File: config.mk
export PLATFORM = sky130hd
export DESIGN_NAME = map_req_arbiter
export DESIGN_NICKNAME = d
export VERILOG_FILES = /design/src/rtl/map_req_arbiter.sv
export SDC_FILE = /design/constraint.sdc
export NUM_CORES = 1
export LEC_CHECK = 0
export BUFFER_PORTS_ARGS = -buffer_cell sky130_fd_sc_hd__buf_4
export CAP_MARGIN = 20
export CORE_ASPECT_RATIO = 1.2
export CORE_MARGIN = 2
export CORE_UTILIZATION = 48
export CTS_CLUSTER_DIAMETER = 50
export DETAILED_ROUTE_END_ITERATION = 6
export GPL_TIMING_DRIVEN = 0
export PLACE_DENSITY = 0.87
export SKIP_LAST_GASP = 1
export SYNTH_ARGS = -nofsm -noshare
export SYNTH_HDL_FRONTEND = slang
export SYNTH_SLANG_ARGS = --single-unit
File: constraint.sdc
create_clock -name pixel_clk_in -period 1.6 [get_ports pixel_clk_in]
set_clock_uncertainty 0.1 [all_clocks]
set_input_delay 0.08 -clock pixel_clk_in [delete_from_list [all_inputs] [get_ports pixel_clk_in]]
set_output_delay 0.08 -clock pixel_clk_in [all_outputs]
set_load 0.01 [all_outputs]
File: src/rtl/map_req_arbiter.sv
// map_req_arbiter: round-robin sharing of one pair of map BRAMs among several
// DDA FSMs. One read can be issued per cycle. Each read carries a tag through
// a shift pipeline that matches the BRAM latency, and the tag steers the
// returned cell back to the FSM that asked for it.
module map_req_arbiter #(
  parameter int NUM_REQ      = 2,
  parameter int N            = 24,
  parameter int ADDR_W       = $clog2(N*N),
  parameter int DATA_W       = 4,
  parameter int BRAM_LATENCY = 2,
  parameter int OOB_VALUE    = 1
) (
  input  logic                      pixel_clk_in,
  input  logic                      rst_n_in,
  input  logic                      map_select_in,
  input  logic [NUM_REQ-1:0]        req_in,
  input  logic [NUM_REQ*ADDR_W-1:0] addr_in,
  output logic [NUM_REQ*DATA_W-1:0] data_out,
  output logic [NUM_REQ-1:0]        valid_out,
  output logic [ADDR_W-1:0]         map_addra_out,
  input  logic [DATA_W-1:0]         map_data1_in,
  input  logic [DATA_W-1:0]         map_data2_in,
  output logic [NUM_REQ-1:0]        grant_out,
  output logic                      busy_out
);

  localparam int IDX_W  = (NUM_REQ > 1) ? $clog2(NUM_REQ) : 1;
  // One stage for the registered address plus BRAM_LATENCY stages inside the BRAM.
  localparam int PIPE_D = BRAM_LATENCY + 1;
  localparam logic [ADDR_W:0] MAP_DEPTH = (ADDR_W+1)'(N*N);

  logic [NUM_REQ-1:0] pending;
  logic [NUM_REQ-1:0] elig;
  logic [NUM_REQ-1:0] grant_onehot;
  logic [NUM_REQ-1:0] ret_onehot;
  logic [IDX_W-1:0]   last_grant;
  logic [IDX_W-1:0]   grant_idx;
  logic [IDX_W-1:0]   cand;
  int                 cand_sum;
  logic               grant_valid;
  logic [ADDR_W-1:0]  grant_addr;
  logic               grant_oob;
  logic [DATA_W-1:0]  ret_data;

  logic               tag_valid [PIPE_D];
  logic [IDX_W-1:0]   tag_idx   [PIPE_D];
  logic               tag_sel   [PIPE_D];
  logic               tag_oob   [PIPE_D];

  // A requester already waiting, or seeing its data this cycle, must not be
  // re-granted; its address may be stale until the FSM has reacted.
  assign elig = req_in & ~pending & ~valid_out;

  // A read counts as outstanding until the cycle its data is presented is over.
  assign busy_out = (|pending) | (|valid_out);

  // Round-robin search starting just after the last winner, wrapping around.
  always_comb begin
    grant_valid = 1'b0;
    grant_idx   = '0;
    cand        = '0;
    cand_sum    = 0;
    for (int k = 1; k <= NUM_REQ; k++) begin
      cand_sum = int'(last_grant) + k;
      if (cand_sum >= NUM_REQ) begin
        cand_sum = cand_sum - NUM_REQ;
      end
      cand = cand_sum[IDX_W-1:0];
      if (!grant_valid && elig[cand]) begin
        grant_valid = 1'b1;
        grant_idx   = cand;
      end
    end
  end

  // Expand the winner into a one-hot grant and pick its address slice.
  always_comb begin
    grant_onehot = '0;
    grant_addr   = '0;
    for (int k = 0; k < NUM_REQ; k++) begin
      if (grant_valid && (grant_idx == IDX_W'(k))) begin
        grant_onehot[k] = 1'b1;
        grant_addr      = addr_in[k*ADDR_W +: ADDR_W];
      end
    end
  end

  assign grant_oob = ({1'b0, grant_addr} >= MAP_DEPTH);

  // Decode the tag leaving the pipeline into the requester it belongs to.
  always_comb begin
    ret_onehot = '0;
    for (int k = 0; k < NUM_REQ; k++) begin
      if (tag_valid[PIPE_D-1] && (tag_idx[PIPE_D-1] == IDX_W'(k))) begin
        ret_onehot[k] = 1'b1;
      end
    end
  end

  // Choose the returned cell: out-of-range reads see a wall, otherwise the map latched at grant.
  always_comb begin
    ret_data = map_data1_in;
    if (tag_oob[PIPE_D-1]) begin
      ret_data = DATA_W'(OOB_VALUE);
    end else if (tag_sel[PIPE_D-1]) begin
      ret_data = map_data2_in;
    end
  end

  // Issue side: register the granted address and grant, remember the winner.
  always_ff @(posedge pixel_clk_in) begin
    if (!rst_n_in) begin
      map_addra_out <= '0;
      grant_out     <= '0;
      last_grant    <= IDX_W'(NUM_REQ - 1);
    end else begin
      grant_out <= grant_onehot;
      if (grant_valid) begin
        map_addra_out <= grant_addr;
        last_grant    <= grant_idx;
      end
    end
  end

  // Tag pipeline: shifts every cycle so a tag exits exactly when its BRAM data is valid.
  always_ff @(posedge pixel_clk_in) begin
    if (!rst_n_in) begin
      for (int s = 0; s < PIPE_D; s++) begin
        tag_valid[s] <= 1'b0;
        tag_idx[s]   <= '0;
        tag_sel[s]   <= 1'b0;
        tag_oob[s]   <= 1'b0;
      end
    end else begin
      tag_valid[0] <= grant_valid;
      tag_idx[0]   <= grant_idx;
      tag_sel[0]   <= map_select_in;
      tag_oob[0]   <= grant_oob;
      for (int s = 1; s < PIPE_D; s++) begin
        tag_valid[s] <= tag_valid[s-1];
        tag_idx[s]   <= tag_idx[s-1];
        tag_sel[s]   <= tag_sel[s-1];
        tag_oob[s]   <= tag_oob[s-1];
      end
    end
  end

  // Return side: deliver data to its owner, pulse valid and retire the pending bit.
  always_ff @(posedge pixel_clk_in) begin
    if (!rst_n_in) begin
      valid_out <= '0;
      data_out  <= '0;
      pending   <= '0;
    end else begin
      valid_out <= ret_onehot;
      pending   <= (pending | grant_onehot) & ~ret_onehot;
      for (int k = 0; k < NUM_REQ; k++) begin
        if (ret_onehot[k]) begin
          data_out[k*DATA_W +: DATA_W] <= ret_data;
        end
      end
    end
  end

endmodule

==> impl_results.md, run 1 <==
* Status: complete, but fails checks
* Failing checks: negative setup slack
* RSZ-0062 raised after global routing: true
* Sequential Power Share at a little over 50%
* Final net count at about 260
* PortBufs at between 50 and 60
* Post-synthesis sequential area ratio at about half
* H-tree Lvls at 2
* Ys async rst share at 0%
* N_diodes at 0
* 1st-pass router iterations at 5
* Setup slack, reg-to-reg at -0.01 ns
* Switching share of power at between 20% and 30%
* Critical path type: reg -> reg
* Min-Delay Endpoint: data_out[4]
* IO Count at between 50 and 60
* Core area at between 0.003 and 0.004 sq mm
* CP Launch Type: flip-flop
* CTS Buf Count at 5
* Crit path capture type: flip-flop
* WL final at 4.33 mm
* CTS tree: yes
* Largest cells by area after synthesis: dfxtp_1, o221a_2, and2_1, o31a_2, a21oi_1
* Sw Pwr at around 570 uW
* Count leader, synth: dfxtp_1
* EDFF count, synth at 0
* Number of global-route vias before repair at around 1,400
* First-pass GRT wire length at 6.82 mm
* Post-Synthesis Cells at 138
* Grt total ovfl at 0
* Final-report hold violation count at 0
* Power Density at about 870 mW/mm^2
* Synth warn at 0
* Net Count, Synth at ~170
* Cells on worst reg2reg path at 4
* Root Driver: clkbuf_4
* Flops & latches, synth at 37
* Starting DRC count in detailed routing at 44
* Share of layout cells above drive strength 1 at 44.5%
* Peak supply drop at between 0.8 and 0.9 mV
* Hold WC Path Type: in -> reg
* Slew @ Worst Pin at around 0.54 ns
* # fillers at 188
* Hold Path Stages at 3
* Hold_ws at ~0.045 ns
* Fin. max-slew vios at 0
* Wirelength per Cell at 16.5 um
* DP Wirelength at roughly 2.6 mm
* Largest area contributor in the netlist: dfxtp_1
* Ys flop type: dfxtp_1
* Logic pwr share at a little under a quarter
* Worst Path Required at 1.72 ns
* Placed Cells at between 200 and 250
* Mapped Area at approximately 0.0015 sq mm
* Die area at 0.00356 sq mm
* Clock group share of total power at about 25%
* Area Growth Syn to Fin at 52.7%
* Worst endpoint data arrival time at 1.74 ns
* Post-Route Utilization at roughly three quarters
* Final worst path period share at 101%
* Via density at around 5.5
* Worst skew pair latency at around 0.35 ns
* CTS sink cnt at 37
* Crit Reg-Reg Startpoint: valid_out[1]
* Leakage at between 0.9 and 1 nW
* Clock transition at path regs at around 0.12 ns
* # setup viols final at 1
* Post-synth top cells: dfxtp_1, and2_1, a21oi_1, nand2_1
* Crit path max fanout at 5
* P_int at approximately 1.4 mW
* Pin count of the biggest net entering global routing at 14
* Synth cell types at 37
* Gr usage total at between 20% and 30%
* DR vias at around 1,400
* Fmax at between 600 and 700 MHz
* Worst r2r dst: map_addra_out[7]
* Avg Cell Area, Syn at about 11 sq um
* Setup ws final at -0.0138 ns
* Clock buffer depth at 2
* Die Span Y at between 60 and 70 um
* GPL Wtd Cong at between 0.9 and 1
* Fin crit period at approximately 1.6 ns
* Setup WS pre-CTS at about 0.032 ns
* ANT nets after route at 0
* DIE WIDTH at between 50 and 60 um
* Total power at 1.98 mW
* HP Start: rst_n_in
* Slew headroom at between 60 and 70%
* Final std cells w/o fill at roughly 260
* Initial antenna violation count at 0
* Row Count at 22
* DRC viols at 0
* Initial Util at 49.6%
* Top cell type's share of synthesized area at 49.8%
* # Max-Cap Violations at 0
## layout by cell type (no fill, tap or decap), types with 2 or more instances in the layout
cell and n:
dfxtp_1 34, buf_4 60, nor3b_4 2, o221a_2 6
nor3_1 5, buf_6 2, mux2_2 3, or3b_1 2
o31a_2 6, nand3b_1 3, nand2_1 8, a211oi_1 2
clkbuf_4 5, clkbuf_1 3, nor2_1 6, or3b_2 2
o21ai_0 3, dlygate4sd3_1 21, nand3_1 4, a311oi_1 5
and2_1 10, dfxtp_2 2, a21oi_1 9
## power groups by stage
stage | clock network [mW] | logic [mW] | registers [mW]
6_report | 0.502 | 0.460 | 1.02
5_1_grt | 0.556 | 0.493 | 1.03
4_1_cts | 0.515 | 0.428 | 1.02
3_5_place_dp | 0 | 0.380 | 1.04
3_3_place_gp | 0 | 0.369 | 1.04
2_1_floorplan | 0 | 0.191 | 1.05
## metrics by stage
step	TNS, ns	area [sq um]
after CTS	-0.311	2230
after global routing	-0.0623	2270
after floorplan	0	1490
final	-0.0138	2270
after global placement	0	1950
after detailed placement	0	1950
## flip-flops by register name, indices dropped and copies added (netlist names)
signal and flops:
map_addra_out 10, tag_oob 3, grant_out 2, last_grant 1
tag_sel 3, pending 2, data_out 8, valid_out 2
tag_idx 3, tag_valid 3
## cell type report
cell class	count	area (sq um)	share of cell area, %
tap	36	45.0	1.98
sequential	37	747	32.9
clock inverter	3	21.3	0.936
buffer	6	35.0	1.54
clock buffer	5	37.5	1.65
multi-input combinational	93	714	31.4
timing repair buffer	81	664	29.2
inverter	2	7.51	0.330
## worst max-delay path by stage
stage	startpoint	to	slack, ns
global route	valid_out[1]	tag_oob[0][0]	-0.04
floorplan	valid_out[1]	tag_oob[0][0]	0.17
finish	valid_out[1]	map_addra_out[7]	-0.01
CTS	valid_out[1]	tag_oob[0][0]	-0.09
global placement	valid_out[1]	tag_oob[0][0]	0.04
detailed placement	valid_out[1]	tag_oob[0][0]	0.03
## metal layers
metal / vias to the layer above / track usage [%] / wire [um]
met5: - / 0 / 0
met4: 0 / 9.69 / 113
met3: 13 / 8.06 / 232
met2: 59 / 43.6 / 2270
met1: 678 / 32.4 / 1720
li1: 695 / - / -
## cell families (layout without fill, tap and decap cells)
group | after synthesis | after routing | synth area share [%]
simple gates | 54 | 54 | 24.3
compound gates | 36 | 36 | 20.8
buf+inv | 8 | 97 | 2.86
flops | 37 | 37 | 49.8
mux | 3 | 3 | 2.27
## what timing repair did
| action | 4_1_cts | 5_1_grt |
|---|---|---|
| hold buffers | 21 | 0 |
| setup endpoints to repair | 1 | 14 |
| pin swaps | 0 | 2 |
| setup buffers | 1 | 4 |
| hold endpoints to repair | 12 | 0 |
| gates resized for setup | 5 | 4 |
| gates cloned | 0 | 0 |
## worst max-delay path, stage by stage, from the launching register on
cell and delay (ns):
dfxtp_4 0.36, buf_4 0.14, or3b_2 0.53, o21ai_0 0.24, a311oi_1 0.12
(Power assumes the default switching activity.)
==> run 2: changes to the inputs <==
--- a/config.mk
+++ b/config.mk
@@ -14,7 +14,6 @@
 export DETAILED_ROUTE_END_ITERATION = 6
 export GPL_TIMING_DRIVEN = 0
 export PLACE_DENSITY = 0.87
-export SKIP_LAST_GASP = 1
 export SYNTH_ARGS = -nofsm -noshare
 export SYNTH_HDL_FRONTEND = slang
 export SYNTH_SLANG_ARGS = --single-unit
==> run 2 against run 1 <==
Compared with the run above:
- the run now ends clean
- total power shrank 0.48%
- non-clock buffer count is 2 lower
- combinational power fell by 3%
- via count is 1.7% lower
- final cell count down 0.76%
- first-iteration DRC count rose by 18%
- critical path type unchanged
- largest cell class unchanged
==> impl_results.md, run 2 (same netlist as run 1, synthesis figures left out) <==
* Status: finished clean
* Fmax at around 630 MHz
* Initial Util at approximately half
* Crit path capture type: flip-flop
* Area Growth Syn to Fin at 51.6%
* Pin count of the biggest net entering global routing at 14
* DR vias at around 1,400
* Fin. max-slew vios at 0
* Worst skew pair latency at 0.35 ns
* Final-report hold violation count at 0
* Core area at between 0.003 and 0.004 sq mm
* First-pass GRT wire length at approximately 6.7 mm
* DP Wirelength at ~2.6 mm
* N_diodes at 0
* Met2 WL at about 2.2 mm
* PortBufs at 55
* H-tree Lvls at 2
* CTS sink cnt at 37
* Row Count at 22
* Peak supply drop at 0.867 mV
* Slew headroom at 62.9%
* Worst Path Required at 1.73 ns
* Post-Route Utilization at 75.2%
* Most frequent cells in the layout: buf_4, dfxtp_1, dlygate4sd3_1, and2_1, a21oi_1
* Grt total ovfl at 0
* RSZ-0062 raised after global routing: true
* GPL Wtd Cong at roughly 0.94
* Clock transition at path regs at 0.11 ns
* DRC viols at 0
* ANT nets after route at 0
* Final net count at roughly 260
* Max reg flops at 10
* CTS tree: yes
* # setup viols final at 0
* Power Density at between 800 and 900 mW/mm^2
* DIE WIDTH at 54.8 um
* Commonest non-fill, non-tap cell in the layout: buf_4
* Biggest regs: map_addra_out: 10 flops, data_out: 8 flops
* Leakage at 0.944 nW
* Final std cells w/o fill at 261
* Final worst path period share at approximately 100%
* # Max-Cap Violations at 0
* Setup WS pre-CTS at roughly 0.032 ns
* Fin crit period at around 1.6 ns
* Setup ws final at about 0.016 ns
* Met3 Routed Length at between 200 and 300 um
* Die area at roughly 0.0036 sq mm
* Slew @ Worst Pin at 0.549 ns
* Crit path max fanout at 5
* Total power at around 2.0 mW
* Number of global-route vias before repair at between 1,000 and 1,500
* WL final at roughly 4.1 mm
* Hold WC Path Type: in -> reg
* Gr usage total at a little over a quarter
* Max layer used: met4
* Clock buffer depth at 2
* Total negative slack at 0 ns
* Worst endpoint data arrival time at 1.72 ns
* Via density at ~5.4
* Root Driver: clkbuf_4
* Wirelength per Cell at roughly 16 um
* Initial antenna violation count at 0
* CTS Buf Count at 5
* Die Span Y at 65.0 um
* Largest reg by FF count: map_addra_out
* Share of layout cells above drive strength 1 at between 40% and 50%
* Placed Cells at between 200 and 250
* 1st-pass router iterations at 4
* Starting DRC count in detailed routing at 52
* Met1 wire length at roughly 1.6 mm
* Critical path type: reg -> reg
* CP Launch Type: flip-flop
* IO Count at 56
## run 2: critical path: stages (launching register included)
cell      delay (ns)
dfxtp_4         0.37
buf_6           0.12
or3b_2          0.53
o21ai_0         0.23
a311oi_1        0.12
## run 2: report_power, final
| group | internal (mW) | leakage, nW | switching, mW | total (mW) |
|---|---|---|---|---|
| registers | 0.981 | 0.305 | 0.0403 | 1.02 |
| logic | 0.252 | 0.607 | 0.193 | 0.445 |
| clock network | 0.174 | 0.0316 | 0.335 | 0.509 |
| total | 1.41 | 0.944 | 0.568 | 1.98 |
## run 2: stage by stage
stage / cell area [sq um] / hold slack (ns)
finish: 2260 / 0.0195
global route: 2260 / 0.0275
CTS: 2240 / 0.00848
detailed placement: 1950 / 0.195
global placement: 1950 / 0.190
floorplan: 1490 / 0.107
## run 2: path summary, 6_finish.rpt
path | from | to | slack [ns] | cells past startpoint
worst min register to register | tag_sel[0][0] | tag_sel[0][1] | 0.35 | 1
worst min-delay path | rst_n_in | tag_oob[0][0] | 0.02 | 3
worst max register to register | valid_out[1] | map_addra_out[7] | 0.02 | 4
worst max-delay path | valid_out[1] | map_addra_out[7] | 0.02 | 4
## run 2: per-layer routing
layer	global-route usage, %	vias to the layer above
li1	-	686
met1	31.3	677
met2	42.3	51
met3	8.76	6
met4	10.3	0
met5	0	-
## run 2: cell type report
cell class | count | area [sq um]
sequential | 37 | 747
fill | 194 | 744
multi-input combinational | 93 | 709
timing repair buffer | 79 | 653
tap | 36 | 45.0
clock buffer | 5 | 37.5
buffer | 6 | 35.0
clock inverter | 3 | 21.3
inverter | 2 | 7.51
## run 2: what timing repair did
item                                   4_1_cts  5_1_grt
pin swaps                                    3        2
setup endpoints to repair                    1       12
resized for setup                            7        2
hold buffers                                21        0
endpoints found under the hold margin       12        0
buffers inserted                             1        2
